$ cat src/rtl/csrsr_nested.sv
// Machine/supervisor status register with a LIFO of saved machine trap contexts.
// Nested M-mode traps push {MPIE,MPP}; mret pops it back, so nesting is restored exactly.
module csrsr_nested #(
  parameter int XLEN         = 64,
  parameter int DEPTH        = 4,
  parameter int S_SUPPORTED  = 1,
  parameter int U_SUPPORTED  = 1,
  parameter int FP_SUPPORTED = 1,
  localparam int DW          = $clog2(DEPTH + 1)
) (
  input  logic            clk,
  input  logic            reset_n,
  input  logic            StallW,
  input  logic            TrapM,
  input  logic [1:0]      NextPrivilegeModeM,
  input  logic [1:0]      PrivilegeModeW,
  input  logic            mretM,
  input  logic            sretM,
  input  logic            WriteMSTATUSM,
  input  logic            WriteSSTATUSM,
  input  logic [XLEN-1:0] CSRWriteValM,
  input  logic            FRegWriteM,
  input  logic            WriteFRMM,
  input  logic            WriteFFLAGSM,
  input  logic            ClearOvfM,
  output logic [XLEN-1:0] MSTATUS_REGW,
  output logic [XLEN-1:0] SSTATUS_REGW,
  output logic            STATUS_MIE,
  output logic            STATUS_SIE,
  output logic            STATUS_MPIE,
  output logic            STATUS_SPIE,
  output logic            STATUS_SPP,
  output logic [1:0]      STATUS_MPP,
  output logic [1:0]      STATUS_FS,
  output logic [DW-1:0]   NestDepth,
  output logic            NestOvf,
  output logic            NestUnf
);

  localparam bit HAS_S  = (S_SUPPORTED != 0);
  localparam bit HAS_U  = (U_SUPPORTED != 0);
  localparam bit HAS_FP = (FP_SUPPORTED != 0);
  localparam logic [1:0]    LOWEST_MODE = HAS_U ? 2'b00 : 2'b11;
  localparam logic [DW-1:0] FULL        = DW'(DEPTH);

  logic          mie_reg,  mie_next;
  logic          sie_reg,  sie_next;
  logic          mpie_reg, mpie_next;
  logic          spie_reg, spie_next;
  logic          spp_reg,  spp_next;
  logic [1:0]    mpp_reg,  mpp_next;
  logic [1:0]    fs_reg,   fs_next;
  logic [DW-1:0] depth_reg, depth_next;
  logic          ovf_reg,  ovf_next;
  logic          unf_reg,  unf_next;
  logic          push, pop, ovf_set;

  logic [2:0] stack_reg  [DEPTH];
  logic [2:0] stack_next [DEPTH];

  // Unencodable or unsupported previous-privilege values collapse to M.
  function automatic logic [1:0] legal_mpp(input logic [1:0] m);
    logic [1:0] r;
    case (m)
      2'b11:   r = 2'b11;
      2'b01:   r = HAS_S ? 2'b01 : 2'b11;
      2'b00:   r = HAS_U ? 2'b00 : 2'b11;
      default: r = 2'b11;
    endcase
    return r;
  endfunction

  always_comb begin
    mie_next   = mie_reg;
    sie_next   = sie_reg;
    mpie_next  = mpie_reg;
    spie_next  = spie_reg;
    spp_next   = spp_reg;
    mpp_next   = mpp_reg;
    fs_next    = fs_reg;
    depth_next = depth_reg;
    ovf_next   = ovf_reg;
    unf_next   = 1'b0;
    push       = 1'b0;
    pop        = 1'b0;
    ovf_set    = 1'b0;

    if (!StallW) begin
      if (TrapM) begin
        if (NextPrivilegeModeM == 2'b11) begin
          push      = 1'b1;
          mpie_next = mie_reg;
          mie_next  = 1'b0;
          mpp_next  = PrivilegeModeW;
          if (depth_reg == FULL) ovf_set = 1'b1;
          else                   depth_next = depth_reg + 1'b1;
        end else if (NextPrivilegeModeM == 2'b01 && HAS_S) begin
          spie_next = sie_reg;
          sie_next  = 1'b0;
          spp_next  = PrivilegeModeW[0];
        end
      end else if (mretM) begin
        mie_next = mpie_reg;
        if (depth_reg != '0) begin
          pop                   = 1'b1;
          {mpie_next, mpp_next} = stack_reg[0];
          depth_next            = depth_reg - 1'b1;
        end else begin
          mpie_next = 1'b1;
          mpp_next  = LOWEST_MODE;
          unf_next  = 1'b1;
        end
      end else if (sretM) begin
        if (HAS_S) begin
          sie_next  = spie_reg;
          spie_next = 1'b1;
          spp_next  = 1'b0;
        end
      end else if (WriteMSTATUSM) begin
        mie_next  = CSRWriteValM[3];
        mpie_next = CSRWriteValM[7];
        mpp_next  = legal_mpp(CSRWriteValM[12:11]);
        if (HAS_S) begin
          sie_next  = CSRWriteValM[1];
          spie_next = CSRWriteValM[5];
          spp_next  = CSRWriteValM[8];
        end
        if (HAS_FP) fs_next = CSRWriteValM[14:13];
      end else if (WriteSSTATUSM) begin
        if (HAS_S) begin
          sie_next  = CSRWriteValM[1];
          spie_next = CSRWriteValM[5];
          spp_next  = CSRWriteValM[8];
        end
        if (HAS_FP) fs_next = CSRWriteValM[14:13];
      end else if ((FRegWriteM || WriteFRMM || WriteFFLAGSM) && HAS_FP) begin
        fs_next = 2'b11;
      end

      // A same-cycle overflowing push beats the clear.
      if (ovf_set)        ovf_next = 1'b1;
      else if (ClearOvfM) ovf_next = 1'b0;
    end
  end

  // Push shifts every entry one slot older (the oldest falls off); pop shifts newer.
  genvar gi;
  generate
    for (gi = 0; gi < DEPTH; gi++) begin : g_stack
      logic [2:0] from_newer;
      logic [2:0] from_older;
      if (gi == 0) begin : g_top
        assign from_newer = {mpie_reg, mpp_reg};
      end else begin : g_mid
        assign from_newer = stack_reg[gi-1];
      end
      if (gi == DEPTH - 1) begin : g_bot
        assign from_older = 3'b000;
      end else begin : g_rest
        assign from_older = stack_reg[gi+1];
      end
      always_comb begin
        stack_next[gi] = stack_reg[gi];
        if (push)     stack_next[gi] = from_newer;
        else if (pop) stack_next[gi] = from_older;
      end
    end
  endgenerate

  always_ff @(posedge clk or negedge reset_n) begin
    if (!reset_n) begin
      mie_reg   <= 1'b0;
      sie_reg   <= 1'b0;
      mpie_reg  <= 1'b0;
      spie_reg  <= 1'b0;
      spp_reg   <= 1'b0;
      mpp_reg   <= 2'b00;
      fs_reg    <= 2'b00;
      depth_reg <= '0;
      ovf_reg   <= 1'b0;
      unf_reg   <= 1'b0;
      for (int i = 0; i < DEPTH; i++) stack_reg[i] <= 3'b000;
    end else begin
      mie_reg   <= mie_next;
      sie_reg   <= sie_next;
      mpie_reg  <= mpie_next;
      spie_reg  <= spie_next;
      spp_reg   <= spp_next;
      mpp_reg   <= mpp_next;
      fs_reg    <= fs_next;
      depth_reg <= depth_next;
      ovf_reg   <= ovf_next;
      unf_reg   <= unf_next;
      for (int i = 0; i < DEPTH; i++) stack_reg[i] <= stack_next[i];
    end
  end

  logic sd;
  assign sd = (fs_reg == 2'b11);

  always_comb begin
    MSTATUS_REGW         = '0;
    MSTATUS_REGW[XLEN-1] = sd;
    MSTATUS_REGW[14:13]  = fs_reg;
    MSTATUS_REGW[12:11]  = mpp_reg;
    MSTATUS_REGW[8]      = spp_reg;
    MSTATUS_REGW[7]      = mpie_reg;
    MSTATUS_REGW[5]      = spie_reg;
    MSTATUS_REGW[3]      = mie_reg;
    MSTATUS_REGW[1]      = sie_reg;
  end

  always_comb begin
    SSTATUS_REGW         = '0;
    SSTATUS_REGW[XLEN-1] = sd;
    SSTATUS_REGW[14:13]  = fs_reg;
    SSTATUS_REGW[8]      = spp_reg;
    SSTATUS_REGW[5]      = spie_reg;
    SSTATUS_REGW[1]      = sie_reg;
  end

  assign STATUS_MIE  = mie_reg;
  assign STATUS_SIE  = sie_reg;
  assign STATUS_MPIE = mpie_reg;
  assign STATUS_SPIE = spie_reg;
  assign STATUS_SPP  = spp_reg;
  assign STATUS_MPP  = mpp_reg;
  assign STATUS_FS   = fs_reg;
  assign NestDepth   = depth_reg;
  assign NestOvf     = ovf_reg;
  assign NestUnf     = unf_reg;

endmodule

$ cat config.mk
export PLATFORM = sky130hd
export DESIGN_NAME = csrsr_nested
export DESIGN_NICKNAME = d
export VERILOG_FILES = /design/src/rtl/csrsr_nested.sv
export SDC_FILE = /design/constraint.sdc
export NUM_CORES = 1
export LEC_CHECK = 0
export CORE_UTILIZATION = 31
export DETAILED_ROUTE_END_ITERATION = 16
export PLACE_DENSITY = 0.83
export SYNTH_ARGS = -nofsm -noshare
export SYNTH_HDL_FRONTEND = slang
export SYNTH_SLANG_ARGS = --single-unit
$ cat constraint.sdc
create_clock -name clk -period 2.12 [get_ports clk]
set_input_delay 0.318 -clock clk [delete_from_list [all_inputs] [get_ports clk]]
set_output_delay 0.318 -clock clk [all_outputs]
set_load 0.01 [all_outputs]
* Yosys cells after proc, flatten, opt, wreduce, memory -nomap -nowiden *
Cells that the tools add are included.

operators by class
  add/subtract/negate cells = 2
  equal/unequal tests = 11
  mux-type cells = 72
  bitwise gates (word level) = 4
  reduce and logical (&&, ||, !) cells = 16

operators with widths
  operator                                               number
  two-way mux 1 bit                                      49
  two-way mux 3 bit                                      13
  two-way mux 2 bit                                      9
  AND reduction 5 bit                                    3
  nonzero test 3 bit                                     3
  nonzero test 2 bit                                     4
  inequality test 2 bit, second input constant           3
  equality test 2 x 1 -> 1 bit, second input constant    2
  equality test 2 bit, second input constant             2
  inequality test 2 x 1 -> 1 bit, second input constant  2
  NOT 1 bit                                              4
  one-hot mux 2 bit (2 select lines)                     1
  AND reduction 4 bit                                    1
  nonzero test 4 bit                                     1
  adder 3 x 1 -> 3 bit, second input constant            1
  equality test 3 bit, second input constant             1
  inequality test 3 bit, second input constant           1
  subtractor 3 x 1 -> 3 bit, second input constant       1
  zero test 2 bit                                        1
  logical OR 1 bit                                       2
  AND reduction 2 bit                                    1

word-level totals
  register bits = 26
  input port bits = 80
  logic and storage cells = 119

* Longest topological paths before layout *
Gate-level depths: netlist of the first run.

  depth after elaboration = 7
  gate-level depth with buffers = 7
  gate-level depth less buffers = 6

* Worst setup path after synthesis of the first run *
No wires, ideal clock.

  path type = input to register
  start = input TrapM
  end = register depth_reg[2] (netlist: NestDepth[2])
  setup time = 0.065 ns
  data arrival time = 1.579 ns
  setup slack = 0.476 ns
  stages on the path = 7
  buffers on the path = 1
  path through = buf_6 -> inv_2 -> fa_1 -> or2_2 -> nand2b_1 -> a21boi_0 -> o21a_1

between the ends
  word-level cells in the longest chain between the ends = 2
  elaborated cells between the ends (all ways) = 6
  those cells by class = eq/ne: 2; mux: 1; reduce/logical: 3

ends and longest elaborated chain
  item                                                           RTL line  RTL
  from (decl)                                                    14        input logic TrapM,
  inequality test 2 bit (no line), or another cell as far along  --
  AND reduction 5 bit (no line)                                  --
  to (signal assigned)                                           191       depth_reg <= depth_next;
  to (decl)                                                      53        logic [DW-1:0] depth_reg, depth_next;

Several ways; a longest one is shown, not always the timed one.
A chain may end at the register's enable or synchronous reset.

* Worst setup path in the final report of the first run *
Same ends and word-level chain as after synthesis.

==> impl_results.md, run 1 <==
* Final WL at 4150 um
* Outcome: finished clean
* Core area at 0.00737 mm^2
* Die area at 0.00807 mm^2
* GPL Wtd Cong at 0.708
* Post-CTS setup buffer count at 0
* Post-route cell area at 0.00260 mm^2
* Antenna cells at 0
* Detailed Place HPWL at 3320 um
* Fin util at 0.352
* # setup viols final at 0
* Initial detailed-routing violation count at 36
* Clk buf depth at 2
* Worst Slack Setup Final at 0.316 ns
* Clock Tree Root: clkbuf_8
* Share of cells above drive strength 1 at 0.104
* Overall power at 2.13 mW
* CTS tree: yes
* Critical Path AT at 2.02 ns
* Mapped Area at 0.00239 mm^2
* Overall die height at 89.8 um
* Synth warn at 0
* Row Count at 31
* Setup CP Type: primary input to register
* Worst R2R Path Depth at 5
* Final #Nets at 390
* Worst slack, placed at 0.0173 ns
* Largest net degree at the start of global routing at 27
* Crit-path cells: clkdlybuf4s50_1 -> inv_2 -> fa_1 -> or2_2 -> nand2b_1 -> a21boi_0 -> o21a_1
* R2R Path Start: NestDepth[0]
* Slowest cell on crit path: clkdlybuf4s50_1
* Setup total negative slack at 0 ns
* Setup crit end kind: register
* Mean cell area of the mapped netlist at 9.02 um^2
* Placed inst area at 0.00254 mm^2
* GRT Util Overall at 0.101
* Clk_skew at 0.00272 ns
* RR Endpoint: NestDepth[2]
* Filler Cells Inserted at 763
* Area of the multi-input gates at 0.00112 mm^2
* Htree depth at 1
* Max Cap Viol at 0
* Setup crit start: TrapM
* First-pass GRT wire length at 6510 um
* Worst Path Required at 2.34 ns
* Post-DRT Antenna Nets at 0
* Worst-path fanout max at 2
* Hold Crit Class: primary input to async pin
* Initial antenna violation count at 0
* Slew Viols, Final at 0
* Clk slew on worst S/H paths at 0.09 ns
* GR Overflow Total at 0
* Cells after Synth at 265
* Die X at 89.8 um
* Worst setup SP type: primary input
* Post-synth cell types at 40
* CTS Buf Count at 3
* Post-route minimum period at 1.80 ns
* # IOs at 222
* PortBufs at 54
* Post-synthesis sequential area ratio at 0.272
* Pleak at 1.23 nW
* Area Growth Syn to Fin at 8.63%
* DR pass1 iterations at 4
* Cell Pwr Density at 821 mW/mm^2
* Clock Latency Late Sink at 0.27 ns
* Vias in the first global route at 1282
* Yosys reg bits at 26
* Final hold violations at 0
* Worst vdd ir at 297 uV
* Final period util at 0.851
* RSZ-0062 raised after global routing: no
* Hold_buf cts at 0
* WL/cell at 10.2 um
* Critical Path Max Stage Delay at 0.49 ns
* Post-CTS Resized at 0
* Starting Density at 0.324
* Reg2Reg Setup Slack at 0.43 ns
* # clock sinks at 26
* DRC at 0
* Sequential cell area at 651 um^2
* Routed vias/inst at 3.74
* FMAX at 0.554 GHz
* Vias after detailed routing at 1523
worst max path at each step:
| stage | endpoint | cells past startpoint |
|---|---|---|
| CTS | NestDepth[2] | 7 |
| floorplan | NestDepth[2] | 7 |
| global placement | NestDepth[2] | 7 |
| finish | NestDepth[2] | 7 |
| global route | NestDepth[2] | 7 |
| detailed placement | NestDepth[2] | 7 |
cells in the final DEF (no fill, tap or decap), types with 2 or more instances in the layout:
cell type	count
o21ai_0	6
a21oi_1	9
mux2_2	7
nor2_1	17
clkbuf_8	4
a21boi_0	2
clkdlybuf4s50_1	54
dfrtp_1	26
nor4_1	2
inv_1	5
mux2i_1	11
o22a_1	2
or2_2	2
conb_1	112
o22ai_1	3
buf_4	8
nor3_1	5
nand2_1	9
a221o_1	2
nor3_4	2
cell families after synthesis:
| kind of cell | after synthesis | share of synthesized area |
|---|---|---|
| flops | 26 | 0.272 |
| buf+inv | 141 | 0.432 |
| compound gates | 30 | 0.0848 |
| xor+xnor | 2 | 0.00733 |
| fa+ha+maj | 1 | 0.00837 |
| other cells | 1 | 0.00157 |
| mux | 19 | 0.0837 |
| simple gates | 45 | 0.110 |
critical path: cells and delay by family:
family,cells,cell delay [ns]
compound gates,2,0.28
simple gates,2,0.44
fa+ha+maj,1,0.43
buf+inv,2,0.55
metrics by stage:
step	hold slack, ns	std cells
2_1_floorplan	0.0224	376
3_3_place_gp	0.500	403
3_5_place_dp	0.495	403
4_1_cts	0.427	407
5_1_grt	0.445	407
6_report	0.412	407
per-layer routing:
metal,vias to the layer above,track usage,part of all wire
met5,-,0,0
met4,0,0.0205,0.0058
met3,2,0.0296,0.099
met2,109,0.172,0.47
met1,698,0.127,0.42
li1,714,-,-
final cells by class:
class,instances,share of cell area
well taps,99,0.0477
repair buffers,63,0.239
flip-flops and latches,26,0.250
inverters,6,0.00867
clock buffers,4,0.0212
multi-input cells,209,0.433
sequential cells by signal (all words and copies together), names as in the netlist, 2 cells and up:
signal / count
g_stack.from_newer: 3
STATUS_MPP: 2
STATUS_FS: 2
g_stack.from_older: 9
NestDepth: 3
Yosys cell counts (all sizes together):
library cell / instances / area, um^2
dfrtp: 26 / 651
a221o: 2 / 20.0
nor3: 7 / 57.6
o21ai: 8 / 43.8
a2111oi: 1 / 15.0
fa: 1 / 20.0
mux2: 8 / 90.1
xor2: 1 / 8.76
o22ai: 3 / 18.8
xnor2: 1 / 8.76
o21a: 1 / 7.51
nand4b: 1 / 23.8
nand2: 9 / 33.8
or2: 2 / 12.5
a211oi: 2 / 20.0
o22a: 2 / 17.5
mux2i: 11 / 110
nand3: 1 / 5.00
nor4: 2 / 12.5
nand2b: 2 / 20.0
and2: 1 / 6.26
a21oi: 9 / 45.0
nor2: 18 / 70.1
nor3b: 1 / 7.51
a21boi: 2 / 15.0
buf: 135 / 1010
inv: 6 / 22.5
conb: 1 / 3.75
nor4b: 1 / 15.0
power by group:
group | internal (mW) | switching [mW] | leakage [nW]
Combinational | 0.513 | 0.425 | 0.881
Clock | 0.166 | 0.157 | 0.0288
Sequential | 0.669 | 0.203 | 0.318
Total | 1.35 | 0.785 | 1.23
Power figures use the tool's default switching activity.
==> inputs of run 2 (changes only) <==
--- a/config.mk
+++ b/config.mk
@@ -5,9 +5,10 @@
 export SDC_FILE = /design/constraint.sdc
 export NUM_CORES = 1
 export LEC_CHECK = 0
-export CORE_UTILIZATION = 31
+export CORE_UTILIZATION = 34
 export DETAILED_ROUTE_END_ITERATION = 16
-export PLACE_DENSITY = 0.83
+export PLACE_DENSITY = 0.89
+export SETUP_SLACK_MARGIN = 0.2
 export SYNTH_ARGS = -nofsm -noshare
 export SYNTH_HDL_FRONTEND = slang
 export SYNTH_SLANG_ARGS = --single-unit
==> constraint.sdc (replaced) <==
create_clock -name clk -period 2.08 [get_ports clk]
set_input_delay 0.312 -clock clk [delete_from_list [all_inputs] [get_ports clk]]
set_output_delay 0.312 -clock clk [all_outputs]
set_load 0.01 [all_outputs]
==> impl_results.md, run 2 (synthesis results as in run 1) <==
* Outcome: finished clean (unchanged)
* Worst hold margin at 0.401 ns (was 0.412 ns)
* First-pass GRT wire length at 6260 um (was 6510 um)
* Hold Crit Class: primary input to async pin (unchanged)
* Initial antenna violation count at 0 (unchanged)
* Post-CTS setup buffer count at 0 (unchanged)
* Post-Layout Cell Count at 405 (was 407)
* GPL Wtd Cong at 0.759 (was 0.708)
* Setup CP Type: primary input to register (unchanged)
* Cell Pwr Density at 871 mW/mm^2 (was 821 mW/mm^2)
* PortBufs at 54 (unchanged)
* R2R Path Start: NestDepth[0] (unchanged)
* # setup viols final at 0 (unchanged)
* Clock Tree Root: clkbuf_8 (unchanged)
* Setup crit start: TrapM (unchanged)
* Final #Nets at 391 (was 390)
* Pleak at 1.24 nW (was 1.23 nW)
* Final period util at 0.856
* Clk_skew at 0.00507 ns (was 0.00272 ns)
* Clk buf depth at 2 (unchanged)
* Hold_buf cts at 0 (unchanged)
* Final WL at 4200 um (was 4150 um)
* Worst-path fanout max at 2 (unchanged)
* Cells after DPL at 401 (was 403)
* Max Cap Viol at 0 (unchanged)
* Share of cells above drive strength 1 at 0.107 (was 0.104)
* Detailed Place HPWL at 3440 um (was 3320 um)
* Max reg flops at 9 (unchanged)
* Vias after detailed routing at 1533 (was 1523)
* # IOs at 222 (unchanged)
* Commonest cells after routing, fill and taps aside: conb_1, clkdlybuf4s50_1, dfrtp_1 (unchanged)
* Clk slew on worst S/H paths at 0.10 ns (was 0.09 ns)
* Clock Latency Late Sink at 0.27 ns (about the same)
* DRC at 0 (unchanged)
* Core area at 0.00679 mm^2 (was 0.00737 mm^2)
* Post-CTS Resized at 0 (unchanged)
* Most common cell after layout, fill and taps aside: conb_1 (unchanged)
* GRT Util Overall at 0.109 (was 0.101)
* CP Buf/Inv Count at 2 (unchanged)
* Antenna cells at 0 (unchanged)
* CTS tree: yes (unchanged)
* Final hold violations at 0 (unchanged)
* Critical Path Max Stage Delay at 0.49 ns (about the same)
* GR Overflow Total at 0 (unchanged)
* Worst Path Required at 2.30 ns (was 2.34 ns)
* RSZ-0062 raised after global routing: no (unchanged)
* Htree depth at 1 (unchanged)
* Starting Density at 0.352 (was 0.324)
* Worst R2R Path Depth at 5 (unchanged)
* Crit-path cells: clkdlybuf4s50_1 -> inv_2 -> fa_1 -> or2_2 -> nand2b_1 -> a21boi_0 -> o21a_1 (unchanged)
* FMAX at 0.562 GHz
* Reg2Reg Setup Slack at 0.39 ns (was 0.43 ns)
* Critical path depth in cells at 7 (unchanged)
* # clock sinks at 26 (unchanged)
* Routed vias/inst at 3.79 (was 3.74)
* Fin util at 0.385 (was 0.352)
* DR pass1 iterations at 4 (unchanged)
* Worst slack, placed at -0.00598 ns (was 0.0173 ns)
* Critical Path AT at 2.00 ns (was 2.02 ns)
* Vias in the first global route at 1321 (was 1282)
* Post-route minimum period at 1.78 ns
* Worst setup SP type: primary input (unchanged)
* Die X at 85.9 um (was 89.8 um)
* Setup crit end kind: register (unchanged)
* Row Count at 30 (was 31)
* Overall die height at 85.9 um (was 89.8 um)
* Largest net degree at the start of global routing at 27 (unchanged)
* Die area at 0.00737 mm^2 (was 0.00807 mm^2)
* Slew Viols, Final at 0 (unchanged)
* CP top delay family: buffers and inverters (unchanged)
* CTS Buf Count at 3 (unchanged)
* WL/cell at 10.4 um (was 10.2 um)
* Setup total negative slack at 0 ns (unchanged)
* Slowest cell on crit path: clkdlybuf4s50_1 (unchanged)
* Worst Slack Setup Final at 0.300 ns (was 0.316 ns)
* Worst vdd ir at 329 uV (was 297 uV)
* Area Growth Syn to Fin at 9.47% (was 8.63%)
* Initial detailed-routing violation count at 64 (was 36)
* Post-DRT Antenna Nets at 0 (unchanged)
[run 2: cell count changes in the layout (fill, tap and decap cells not counted)]
| cell | previous run | this run |
|---|---|---|
| clkbuf_8 | 4 | 3 |
| buf_4 | 8 | 9 |
| bufinv_16 | 0 | 1 |
[run 2: final timing paths]
check / to
worst min register to register: g_stack[2].from_older[2]
worst min-delay path: STATUS_MPP[1]
max in group asynchronous: g_stack[1].from_older[1]
min in group clk: g_stack[2].from_older[2]
worst max register to register: NestDepth[2]
worst max-delay path: NestDepth[2]
[run 2: final cells by class]
cell class / instances / area, um^2
fillers: 675 / 4180
multi-input cells: 209 / 1120
flip-flops and latches: 26 / 651
repair buffers: 64 / 628
well taps: 96 / 120
clock buffers: 3 / 41.3
clock inverters: 1 / 30.0
inverters: 6 / 22.5
[run 2: report_power, final]
group,switching [mW],internal (mW)
clock,0.169,0.258
sequential,0.204,0.682
combinational,0.441,0.526
total,0.815,1.47
[run 2: routing by layer]
metal / part of all wire / track usage / up-vias / routed length [um]
met2: 0.51 / 0.196 / 111 / 2130
met4: 0 / 0.0152 / 0 / 0
met5: 0 / 0 / - / 0
met3: 0.092 / 0.0289 / 0 / 385
li1: - / - / 714 / -
met1: 0.40 / 0.132 / 708 / 1680
[run 2: metrics by stage]
stage / area, um^2 / power, mW
finish: 2620 / 2.28
global placement: 2550 / 1.82
CTS: 2620 / 2.31
global route: 2620 / 2.44
floorplan: 2810 / 1.63
detailed placement: 2550 / 1.88
